[config.mk]
export PLATFORM = sky130hd
export DESIGN_NAME = seven_seg_scan_ctrl
export DESIGN_NICKNAME = d
export VERILOG_FILES = /design/src/rtl/seg7_pkg.sv /design/src/rtl/hex_to_seg7.sv /design/src/rtl/seven_seg_scan_ctrl.sv
export SDC_FILE = /design/constraint.sdc
export NUM_CORES = 1
export LEC_CHECK = 0
export ABC_AREA = 1
export BUFFER_PORTS_ARGS = -buffer_cell sky130_fd_sc_hd__buf_2
export CAP_MARGIN = 20
export CELL_PAD_IN_SITES_DETAIL_PLACEMENT = 1
export CELL_PAD_IN_SITES_GLOBAL_PLACEMENT = 1
export CORE_ASPECT_RATIO = 0.5
export CORE_MARGIN = 2
export CORE_UTILIZATION = 39
export CTS_CLUSTER_DIAMETER = 100
export DETAILED_ROUTE_END_ITERATION = 12
export PLACE_DENSITY_LB_ADDON = 0.1
export SETUP_SLACK_MARGIN = 0.4
export SYNTH_ARGS = -nofsm -noshare
export SYNTH_HDL_FRONTEND = slang
export SYNTH_HIERARCHICAL = 1
export SYNTH_SLANG_ARGS = --single-unit
[constraint.sdc]
create_clock -name clk -period 3 [get_ports clk]
set_input_delay 0.3 -clock clk [delete_from_list [all_inputs] [get_ports clk]]
set_output_delay 0.3 -clock clk [all_outputs]
set_load 0.01 [all_outputs]
[src/rtl/seg7_pkg.sv]
// Shared types and constants for the seven-segment scan controller.
// Segment patterns are active low, bit order {g,f,e,d,c,b,a}.
package seg7_pkg;

  typedef logic [3:0] digit_t;

  localparam logic [6:0] SEG_BLANK = 7'h7F;

  localparam logic [6:0] SEG_0 = 7'b1000000;
  localparam logic [6:0] SEG_1 = 7'b1111001;
  localparam logic [6:0] SEG_2 = 7'b0100100;
  localparam logic [6:0] SEG_3 = 7'b0110000;
  localparam logic [6:0] SEG_4 = 7'b0011001;
  localparam logic [6:0] SEG_5 = 7'b0010010;
  localparam logic [6:0] SEG_6 = 7'b0000010;
  localparam logic [6:0] SEG_7 = 7'b1111000;
  localparam logic [6:0] SEG_8 = 7'b0000000;
  localparam logic [6:0] SEG_9 = 7'b0010000;
  localparam logic [6:0] SEG_A = 7'b0001000;
  localparam logic [6:0] SEG_B = 7'b0000011;
  localparam logic [6:0] SEG_C = 7'b1000110;
  localparam logic [6:0] SEG_D = 7'b0100001;
  localparam logic [6:0] SEG_E = 7'b0000110;
  localparam logic [6:0] SEG_F = 7'b0001110;

endpackage

[src/rtl/hex_to_seg7.sv]
// Combinational hex digit to active-low segment lookup.
// Used once on the already-muxed digit.
module hex_to_seg7
  import seg7_pkg::*;
(
  input  digit_t     digit,
  output logic [6:0] seg
);

  // Plain lookup, every code covered
  always_comb begin
    seg = SEG_BLANK;
    unique case (digit)
      4'h0: seg = SEG_0;
      4'h1: seg = SEG_1;
      4'h2: seg = SEG_2;
      4'h3: seg = SEG_3;
      4'h4: seg = SEG_4;
      4'h5: seg = SEG_5;
      4'h6: seg = SEG_6;
      4'h7: seg = SEG_7;
      4'h8: seg = SEG_8;
      4'h9: seg = SEG_9;
      4'hA: seg = SEG_A;
      4'hB: seg = SEG_B;
      4'hC: seg = SEG_C;
      4'hD: seg = SEG_D;
      4'hE: seg = SEG_E;
      4'hF: seg = SEG_F;
    endcase
  end

endmodule

[src/rtl/seven_seg_scan_ctrl.sv]
// Four-digit refresh scanner with double-buffered display data.
// seg is registered from next-state en/display so both move together.
module seven_seg_scan_ctrl
  import seg7_pkg::*;
#(
  parameter int REFRESH_DIV = 100000
) (
  input  logic        clk,
  input  logic        reset,
  input  logic        load,
  input  logic [15:0] digits_in,
  input  logic        lz_en,
  output logic [1:0]  en,
  output logic [6:0]  seg,
  output logic        load_pending,
  output logic        frame_done
);

  localparam int CNT_W = (REFRESH_DIV > 1) ? $clog2(REFRESH_DIV) : 1;
  localparam logic [CNT_W-1:0] LAST = CNT_W'(REFRESH_DIV - 1);

  logic [CNT_W-1:0] prescaler;
  logic [15:0]      shadow;
  logic [15:0]      display;

  logic        tick;
  logic        commit;
  logic [1:0]  en_nxt;
  logic [15:0] disp_nxt;
  digit_t      cur;
  logic        blank;
  logic [6:0]  pat;

  // Slot timing and the display value after this edge
  always_comb begin
    tick     = (prescaler == LAST);
    commit   = tick && (en == 2'd3);
    en_nxt   = tick ? en + 2'd1 : en;
    disp_nxt = display;
    if (commit && load)
      disp_nxt = digits_in;
    else if (commit && load_pending)
      disp_nxt = shadow;
  end

  // Digit mux and leading-zero blanking on the upcoming slot
  always_comb begin
    cur   = disp_nxt[4*en_nxt +: 4];
    blank = 1'b0;
    unique case (en_nxt)
      2'd3: blank = lz_en && (disp_nxt[15:12] == 4'h0);
      2'd2: blank = lz_en && (disp_nxt[15:8] == 8'h00);
      2'd1: blank = lz_en && (disp_nxt[15:4] == 12'h000);
      2'd0: blank = 1'b0;
    endcase
  end

  hex_to_seg7 u_dec (
    .digit (cur),
    .seg   (pat)
  );

  // Prescaler, digit select, double buffer and output register
  always_ff @(posedge clk) begin
    if (reset) begin
      prescaler    <= '0;
      en           <= 2'd0;
      shadow       <= 16'h0000;
      display      <= 16'h0000;
      load_pending <= 1'b0;
      frame_done   <= 1'b0;
      seg          <= SEG_0;
    end else begin
      prescaler  <= tick ? '0 : prescaler + 1'b1;
      en         <= en_nxt;
      display    <= disp_nxt;
      frame_done <= commit;
      if (load) begin
        shadow       <= digits_in;
        load_pending <= !commit;
      end else if (commit) begin
        load_pending <= 1'b0;
      end
      if (tick)
        seg <= blank ? SEG_BLANK : pat;
    end
  end

endmodule

==> Word level (Yosys, flattened, before mapping) <==
Memory sizes are Yosys's and may differ from the RTL's.
Cells that the tools add are included.
{ "word_totals": {"reg_bits": 60, "mem_bits_ro": 112, "out_inout_bits": 11, "n_memories": 1} }
{ "classes": {"add_sub_neg": 2, "eq_ne": 5, "shifts": 1, "mux": 7, "n_reduce_logical": 13} }
{ "mem_list": {"columns": ["memory", "words", "width", "read_ports", "rd_ports_with_merged_regs", "write_ports", "line_no", "rtl"], "rows": [
  ["(name not given)", 16, 7, 1, 0, 0, "hex_to_seg7.sv:13", "unique case (digit)"]
]} }
{ "ops": {"columns": ["operator", "n"], "rows": [
  ["$mux W16", 2],
  ["$add A17 B1 Y17 const B", 1],
  ["$eq A17 B17 Y1 const B", 1],
  ["$shiftx A16 B5 Y4", 1],
  ["$logic_not A12 Y1", 1],
  ["$logic_not A8 Y1", 1],
  ["$mux W7", 1],
  ["$eq A2 B2 Y1 const B", 3],
  ["$logic_and A1 B1 Y1", 6],
  ["$logic_not A4 Y1", 1],
  ["$pmux W1 S4", 1],
  ["$add A2 B1 Y2 const B", 1],
  ["$eq A2 B1 Y1 const B", 1],
  ["$logic_not A2 Y1", 1],
  ["$mux W1", 2],
  ["$mux W2", 1],
  ["$reduce_bool A2 Y1", 1],
  ["$reduce_or A2 Y1", 1],
  ["$logic_not A1 Y1", 1]
]} }

==> Logic depth before layout (Yosys ltp) <==
Gate-level depths: netlist of run 1.
{ "logic_depth": {"ltp_word": 9, "depth_mapped": 20, "ltp_nobuf": 20} }

==> Modules after synthesis <==
Netlist of run 1, hierarchy kept.
{ "by_module_without_submodules": {"columns": ["mod", "n_inst", "cells_per_inst", "area_per_inst_um2", "seq_area_each_um2"], "rows": [
  ["seven_seg_scan_ctrl", 1, 376, 2892.8, 1201.2],
  ["hex_to_seg7", 1, 49, 274.0, 0.0]
]} }

==> Least setup slack after synthesis of run 1 <==
Ideal clock, no wire load.
{ "synth_timing": {"path_kind": "register to register", "startpoint": "register en[0]", "endpoint": "register seg[3]", "arrival_ns": 2.917, "setup_slack_ns": -0.039, "path_stages_with_launch": 18, "n_path_buf": 1, "period_less_slack_ns": 3.039, "cell_sequence": "dfxtp_1 > ha_1 > inv_1 > nor2_2 > nand2_1 > clkbuf_1 > o21a_1 > o21ai_0 > o21ai_0 > a21oi_1 > a31oi_1 > inv_1 > ha_1 > nand2_1 > nand3_1 > nand2_1 > nor2_1 > a21oi_2"} }
{ "synth_between": {"elab_cells_between_ends": 22} }
{ "synth_lines": {"columns": ["item", "line_no", "rtl"], "rows": [
  ["from (decl)", "seven_seg_scan_ctrl.sv:13", "output logic [1:0] en,"],
  ["from (signal assigned)", "seven_seg_scan_ctrl.sv:75", "en <= en_nxt;"],
  ["$eq A2 B2 Y1", "seven_seg_scan_ctrl.sv:37", "commit = tick && (en == 2'd3);"],
  ["$logic_and A1 B1 Y1", "seven_seg_scan_ctrl.sv:37", null],
  ["$logic_and A1 B1 Y1", "seven_seg_scan_ctrl.sv:42", "else if (commit && load_pending)"],
  ["$mux W16", "seven_seg_scan_ctrl.sv:42", null],
  ["$mux W16", "seven_seg_scan_ctrl.sv:40", "if (commit && load)"],
  ["$shiftx A16 B5 Y4 *", "seven_seg_scan_ctrl.sv:48", "cur = disp_nxt[4*en_nxt +: 4];"],
  ["via cur[1]", "seven_seg_scan_ctrl.sv:30", "digit_t cur;"],
  ["$mem_v2 Z16 W7 *", null, null],
  ["via pat[3]", "seven_seg_scan_ctrl.sv:32", "logic [6:0] pat;"],
  ["$mux W7 *", "seven_seg_scan_ctrl.sv:85", "seg <= blank ? SEG_BLANK : pat;"],
  ["to (signal assigned)", "seven_seg_scan_ctrl.sv:85", null],
  ["to (decl)", "seven_seg_scan_ctrl.sv:14", "output logic [6:0] seg,"]
]} }
The timed path passes the listed nets; every way through them passes the cells marked *.
A chain may end at the register's enable or synchronous reset.

==> Worst setup path in the final report of run 1 <==
{ "layout_timing": {"startpoint": "register prescaler[0]", "endpoint": "register seg[0]"} }
{ "layout_between": {"elab_cells_between_ends": 21} }
{ "layout_lines": {"columns": ["item", "line_no", "rtl"], "rows": [
  ["from (decl)", "seven_seg_scan_ctrl.sv:22", "logic [CNT_W-1:0] prescaler;"],
  ["from (signal assigned)", "seven_seg_scan_ctrl.sv:74", "prescaler <= tick ? '0 : prescaler + 1'b1;"],
  ["$eq A17 B17 Y1 *", "seven_seg_scan_ctrl.sv:36", "tick = (prescaler == LAST);"],
  ["$logic_and A1 B1 Y1", "seven_seg_scan_ctrl.sv:37", null],
  ["$logic_and A1 B1 Y1", "seven_seg_scan_ctrl.sv:42", null],
  ["$mux W16", "seven_seg_scan_ctrl.sv:42", null],
  ["$mux W16", "seven_seg_scan_ctrl.sv:40", null],
  ["$shiftx A16 B5 Y4 *", "seven_seg_scan_ctrl.sv:48", null],
  ["via cur[2]", "seven_seg_scan_ctrl.sv:30", null],
  ["$mem_v2 Z16 W7 *", null, null],
  ["via pat[0]", "seven_seg_scan_ctrl.sv:32", null],
  ["$mux W7 *", "seven_seg_scan_ctrl.sv:85", null]
]} }
Marks and branches as above.

==> results of run 1 <==
==> layer usage <==
layer | track usage, % | wire (um) | vias up
met1 | 27.1 | 4570 | 1522
met4 | 9.10 | 181 | 0
met2 | 44.1 | 5050 | 34
met5 | 0 | 0 | -
li1 | - | - | 1537
met3 | 5.48 | 266 | 17
==> stage by stage <==
step	power (mW)	hold WS, ns	TNS (ns)	cell area (um^2)
2_1_floorplan	0.885	0.420	0	3250
3_3_place_gp	0.916	0.429	0	3580
3_5_place_dp	0.923	0.451	-0.0170	3580
4_1_cts	1.92	0.218	0	4110
5_1_grt	1.96	0.222	0	4340
6_report	1.90	0.220	0	4340
==> power by group through the flow <==
stage,Sequential [mW],Combinational [mW],Clock [mW]
2_1_floorplan,0.843,0.0421,0
3_3_place_gp,0.845,0.0706,0
3_5_place_dp,0.846,0.0766,0
4_1_cts,0.831,0.0800,1.00
5_1_grt,0.831,0.0908,1.04
6_report,0.830,0.0811,0.990
==> how the worst min path moves through the flow <==
stage	end	slack (ns)	start
5_1_grt	shadow[6]	0.22	digits_in[6]
6_report	shadow[6]	0.22	digits_in[6]
4_1_cts	shadow[6]	0.22	digits_in[6]
2_1_floorplan	prescaler[0]	0.42	prescaler[0]
3_5_place_dp	prescaler[0]	0.45	prescaler[0]
3_3_place_gp	prescaler[0]	0.43	prescaler[0]
==> worst min-delay path, stage by stage <==
cell	delay [ns]
buf_2	0.10
inv_1	0.06
a21oi_1	0.06
==> layout make-up <==
type / instances / area (um^2) / share of cell area, %
Timing Repair Buffer: 75 / 514 / 11.8
Sequential cell: 60 / 1220 / 28.1
Inverter: 52 / 206 / 4.75
Clock inverter: 3 / 40.0 / 0.922
Multi-Input combinational cell: 299 / 1990 / 45.8
Clock buffer: 11 / 233 / 5.36
Tap cell: 112 / 140 / 3.23
==> repair_timing <==
action                                  in CTS  in global routing
resized for setup                           39                 38
endpoints found under the setup margin       7                  8
setup buffers                               17                 12
gates cloned                                 1                  0
pin swaps                                   10                 19
==> flip-flops by register name, summed over array words and instances, names as in the netlist <==
name,cells
prescaler,17
seg,7
display,16
load_pending,1
frame_done,1
en,2
shadow,16
==> kinds of logic after synthesis <==
| family | share of synthesized area (%) |
|---|---|
| compound gates | 17.8 |
| fa+ha+maj | 4.74 |
| xor+xnor | 1.70 |
| simple gates | 29.1 |
| buf+inv | 8.73 |
| flops | 37.9 |
==> layout by cell type (no fill, tap or decap), types with 9 or more instances in the layout <==
| cell | netlist | layout |
|---|---|---|
| dfxtp_2 | 0 | 9 |
| buf_2 | 2 | 30 |
| o21ai_2 | 6 | 9 |
| nor2_1 | 51 | 46 |
| clkbuf_16 | 0 | 9 |
| dfxtp_1 | 60 | 49 |
| nand2_1 | 67 | 54 |
| nand2_2 | 2 | 13 |
| a21oi_1 | 23 | 21 |
| a21oi_2 | 7 | 9 |
| buf_4 | 0 | 39 |
| inv_1 | 48 | 40 |
| nand3_1 | 35 | 28 |
| o21ai_0 | 37 | 30 |
==> impl_metrics.ini, run 1 <==
[power_and_ir_drop]
clock_power_share_pct = 52.1
pwr_density_cell_mw_per_mm2 = 438
power_leakage_nw = 1.91
peakVddDrop_uv = 253
combPwrFrac_pct = 4.3
switching_share_pct = 22.5
internal-power_mw = 1.47
p_sw_mw = 0.428
pwr-share-seq_pct = 43.7

[clock_tree]
ctsRootBufferMaster = clkbuf_16
worstSkewPairLatency_ns = 0.34
ctsHtreeMaxLevel = 3
clk_pin_slew_worst_paths_ns = 0.05
cts_buffers = 9
numClockSinks = 60
clk_path_buf_depth = 2
cts_tree = done
postCtsHoldBufs = 0

[synth]
ys_async_sr_fraction_pct = 0
ys.flop_type = dfxtp_1
ys_seq_area_share_pct = 37.9
yosysMostFrequentCell = nand2_1
yosys_warnings = 6
synth_area_leaders = dfxtp_1 (38%), nand2_1 (7.9%), nor2_1 (6.0%), o21ai_0 (5.8%), inv_1 (5.7%)
synth_area_mm2 = 0.00317
synth_common_cells = nand2_1 (67), dfxtp_1 (60), nor2_1 (51)
synth_cell_types = 40
synth_top_area_share_pct = 37.9
synthesis.nets = 457
synth_edf_count = 0
yosysTopAreaCell = dfxtp_1
syn_avg_cell_area_um2 = 7.45
ys_ff_latch = 60
synthCells = 425

[placement]
place_inst = 568
dp_hpwl_mm = 6.79
globalplace.congestion = 0.812
dpl_worst_slack_ns = -0.0112
port_buffers = 30

[worst_setup_path]
r2r_slack_ns = 0.24
cp_num_buf_inv = 3
required_ns = 3.22
cp-start-kind = flop
critPathArrivalTime_ns = 2.98
path_cells = ha_4 > nand2_2 > nor2_4 > nand3_2 > nor2_4 > nand2_4 > buf_4 > o21ai_1 > a21oi_1 > a31oi_4 > buf_6 > buf_4 > nand2_1 > nand3_1 > nand2_1 > nor2_2 > a21oi_2
cp.depth = 17
crit_end = seg[0]
worst-setup-path-type = reg -> reg
path_delay_family = simple AND/OR/NAND/NOR gates
critPathMaxFanout = 12
cpMaxStageDelayCell = dfxtp_2
slowest_delay_ns = 0.35
ff2ff_path_depth = 17
r2r_end = seg[0]
cp-end-kind = flop
crit_start = prescaler[0]
r2r-start = prescaler[0]

[route]
vias = 3110
wl_mm = 10.1
wl_per_cell_um = 16.5
via_per_inst = 5.08
ant_nets = 0
first_iter_violations = 76
drc = 0
dr.pass1.iters = 4

[global_route]
grt_pass1_wl_mm = 16.2
antenna_found_initial = 0
grt_util_all_layers_pct = 23.6
grt_max_degree = 23
grt_remaining_overflow = 0
first_global_vias = 3322

[cells_and_area]
nFillCells = 981
area_delta_synth_final_pct = 37.1
layout.nets = 529
fin_cells = 612
num_antenna_cells = 0
drive_gt1_share_pct = 38.2
fin_util_pct = 54.7

[timing]
setup-violations-final = 0
finalCritPeriodShare_pct = 91.9
layout_min_cycle_time_ns = 2.76
slew_violations = 0
fmax_mhz = 363
worst_slack_ns = 0.244
worst_pin_slew_ns = 0.725
rsz0062_at_grt = yes
maxSlewHeadroom_pct = 51.6
hold_viol_final = 0
fin_worst_skew_ns = 0.00666

[die]
dieArea_mm2 = 0.00890
rows = 23
dieWidth_um = 131
io_pins = 31
dieHeight_um = 67.7
core_mm2 = 0.00794
start_util_pct = 39.9

[min_path]
min_path_cells = 3
min_path_type = in -> reg

[status]
status = complete, no violations

[job]
maxCapViolCount = 0
(Power assumes the default switching activity.)
==> run 2, diff against run 1 <==
--- a/config.mk
+++ b/config.mk
@@ -15,6 +15,7 @@
 export CORE_UTILIZATION = 39
 export CTS_CLUSTER_DIAMETER = 100
 export DETAILED_ROUTE_END_ITERATION = 12
+export MAX_ROUTING_LAYER = met4
 export PLACE_DENSITY_LB_ADDON = 0.1
 export SETUP_SLACK_MARGIN = 0.4
 export SYNTH_ARGS = -nofsm -noshare
==> run 2 against run 1 <==
Register-to-register slack is essentially flat. Global-route usage grew 0.77 points. Clock skew is essentially flat. Core utilization is the same. Die area is the same. Critical path type unchanged. Largest power group unchanged.
==> impl_metrics.ini, run 2 (synthesized netlist as in run 1, its figures left out) <==
[global_route]
first_global_vias = 3320
grt_remaining_overflow = 0
grt_max_degree = 23
grt_util_all_layers_pct = 24.4
antenna_found_initial = 0
grt_pass1_wl_mm = 16.2

[die]
dieWidth_um = 131
start_util_pct = 39.9
core_mm2 = 0.00794
dieArea_mm2 = 0.00890
rows = 23
dieHeight_um = 67.7
io_pins = 31

[timing]
tns_ns = 0
hold_viol_final = 0
worst_pin_slew_ns = 0.716
worst_slack_ns = 0.243
fmax_mhz = 363
layout_min_cycle_time_ns = 2.76
hold_ws_ns = 0.219
maxSlewHeadroom_pct = 52.1
finalCritPeriodShare_pct = 91.9
rsz0062_at_grt = yes
slew_violations = 0
fin_worst_skew_ns = 0.00638
setup-violations-final = 0

[clock_tree]
numClockSinks = 60
cts_tree = done
ctsRootBufferMaster = clkbuf_16
worstSkewPairLatency_ns = 0.34
cts_buffers = 9
ctsHtreeMaxLevel = 3
clk_path_buf_depth = 2
clk_pin_slew_worst_paths_ns = 0.05

[route]
wl_mm = 10.1
via_per_inst = 5.10
drc = 0
first_iter_violations = 88
wl_per_cell_um = 16.4
dr.pass1.iters = 4
vias = 3121
ant_nets = 0

[worst_setup_path]
critPathArrivalTime_ns = 2.98
required_ns = 3.22
worst-setup-path-type = reg -> reg
path_delay_family = simple AND/OR/NAND/NOR gates
cpMaxStageDelayCell = dfxtp_2
cp_num_buf_inv = 3
critPathMaxFanout = 12
cp-end-kind = flop
slowest_delay_ns = 0.35
cp-start-kind = flop
path_cells = ha_4 > nand2_2 > nor2_4 > nand3_2 > nor2_4 > nand2_4 > buf_4 > o21ai_1 > a21oi_1 > a31oi_4 > buf_6 > buf_4 > nand2_1 > nand3_1 > nand2_1 > nor2_2 > a21oi_2

[cells_and_area]
area_delta_synth_final_pct = 37.1
multi_input_area_mm2 = 0.00199
seqCellArea_mm2 = 0.00122
drive_gt1_share_pct = 38.2
top_regs = prescaler x17, display x16, shadow x16
num_antenna_cells = 0
final_area_mm2 = 0.00434
largest_register = prescaler
largest_register_ff_count = 17
nFillCells = 981
mostFrequentLayoutCell = nand2_1
final_cell_mix = nand2_1 (54), dfxtp_1 (49), nor2_1 (46)
layout.nets = 529

[min_path]
min_path_type = in -> reg

[placement]
dp_hpwl_mm = 6.79
port_buffers = 30
globalplace.congestion = 0.824
dpl_worst_slack_ns = -0.0112
post_dp_cell_area_mm2 = 0.00358

[power_and_ir_drop]
pwr_density_cell_mw_per_mm2 = 438
power_leakage_nw = 1.91
peakVddDrop_uv = 254

[job]
maxCapViolCount = 0

[status]
status = complete, no violations
==> run 2: area by class of cell <==
cell class              instances  share of cell area [%]
multi-input cells             299                    45.8
flip-flops and latches         60                    28.1
repair buffers                 75                    11.8
clock buffers                  11                    5.36
inverters                      52                    4.75
well taps                     112                    3.23
clock inverters                 3                   0.922
==> run 2: final timing paths <==
kind	slack, ns	cells after the start	start	to
setup / recovery	0.24	17	prescaler[0]	seg[0]
hold / removal	0.22	3	digits_in[6]	shadow[6]
setup reg to reg	0.24	17	prescaler[0]	seg[0]
hold reg to reg	0.45	1	prescaler[0]	prescaler[0]
==> run 2: where the power goes <==
part	total [mW]	internal, mW	switching [mW]	leakage [nW]
Clock	0.992	0.630	0.362	0.135
Combinational	0.0808	0.0266	0.0542	1.28
Sequential	0.829	0.816	0.0135	0.494
==> run 2: worst min-delay path: stages <==
cell and delay (ns):
buf_2 0.10, inv_1 0.06, a21oi_1 0.06
==> run 2: repair_timing <==
item / in CTS / in global routing
resized for setup: 39 / 38
setup buffers: 17 / 12
gates cloned: 1 / 0
setup endpoints to repair: 7 / 8
pin swaps: 10 / 19
hold buffers: 0 / 0
==> run 2: through the flow <==
stage	utilization (%)	std cells	total power, mW
finish	54.7	612	1.90
CTS	51.7	600	1.92
global route	54.7	612	1.97
global placement	45.0	568	0.916
detailed placement	45.0	568	0.923
floorplan	-	425	0.885
==> run 2: routing by layer <==
layer | up-vias | share of wire [%] | wire length (um) | global-route usage, %
met5 | - | 0 | 0 | -
met4 | 0 | 1.6 | 161 | 7.47
met3 | 18 | 2.9 | 289 | 6.38
met2 | 42 | 50 | 5070 | 44.1
met1 | 1524 | 45 | 4550 | 27.2
li1 | 1537 | - | - | -
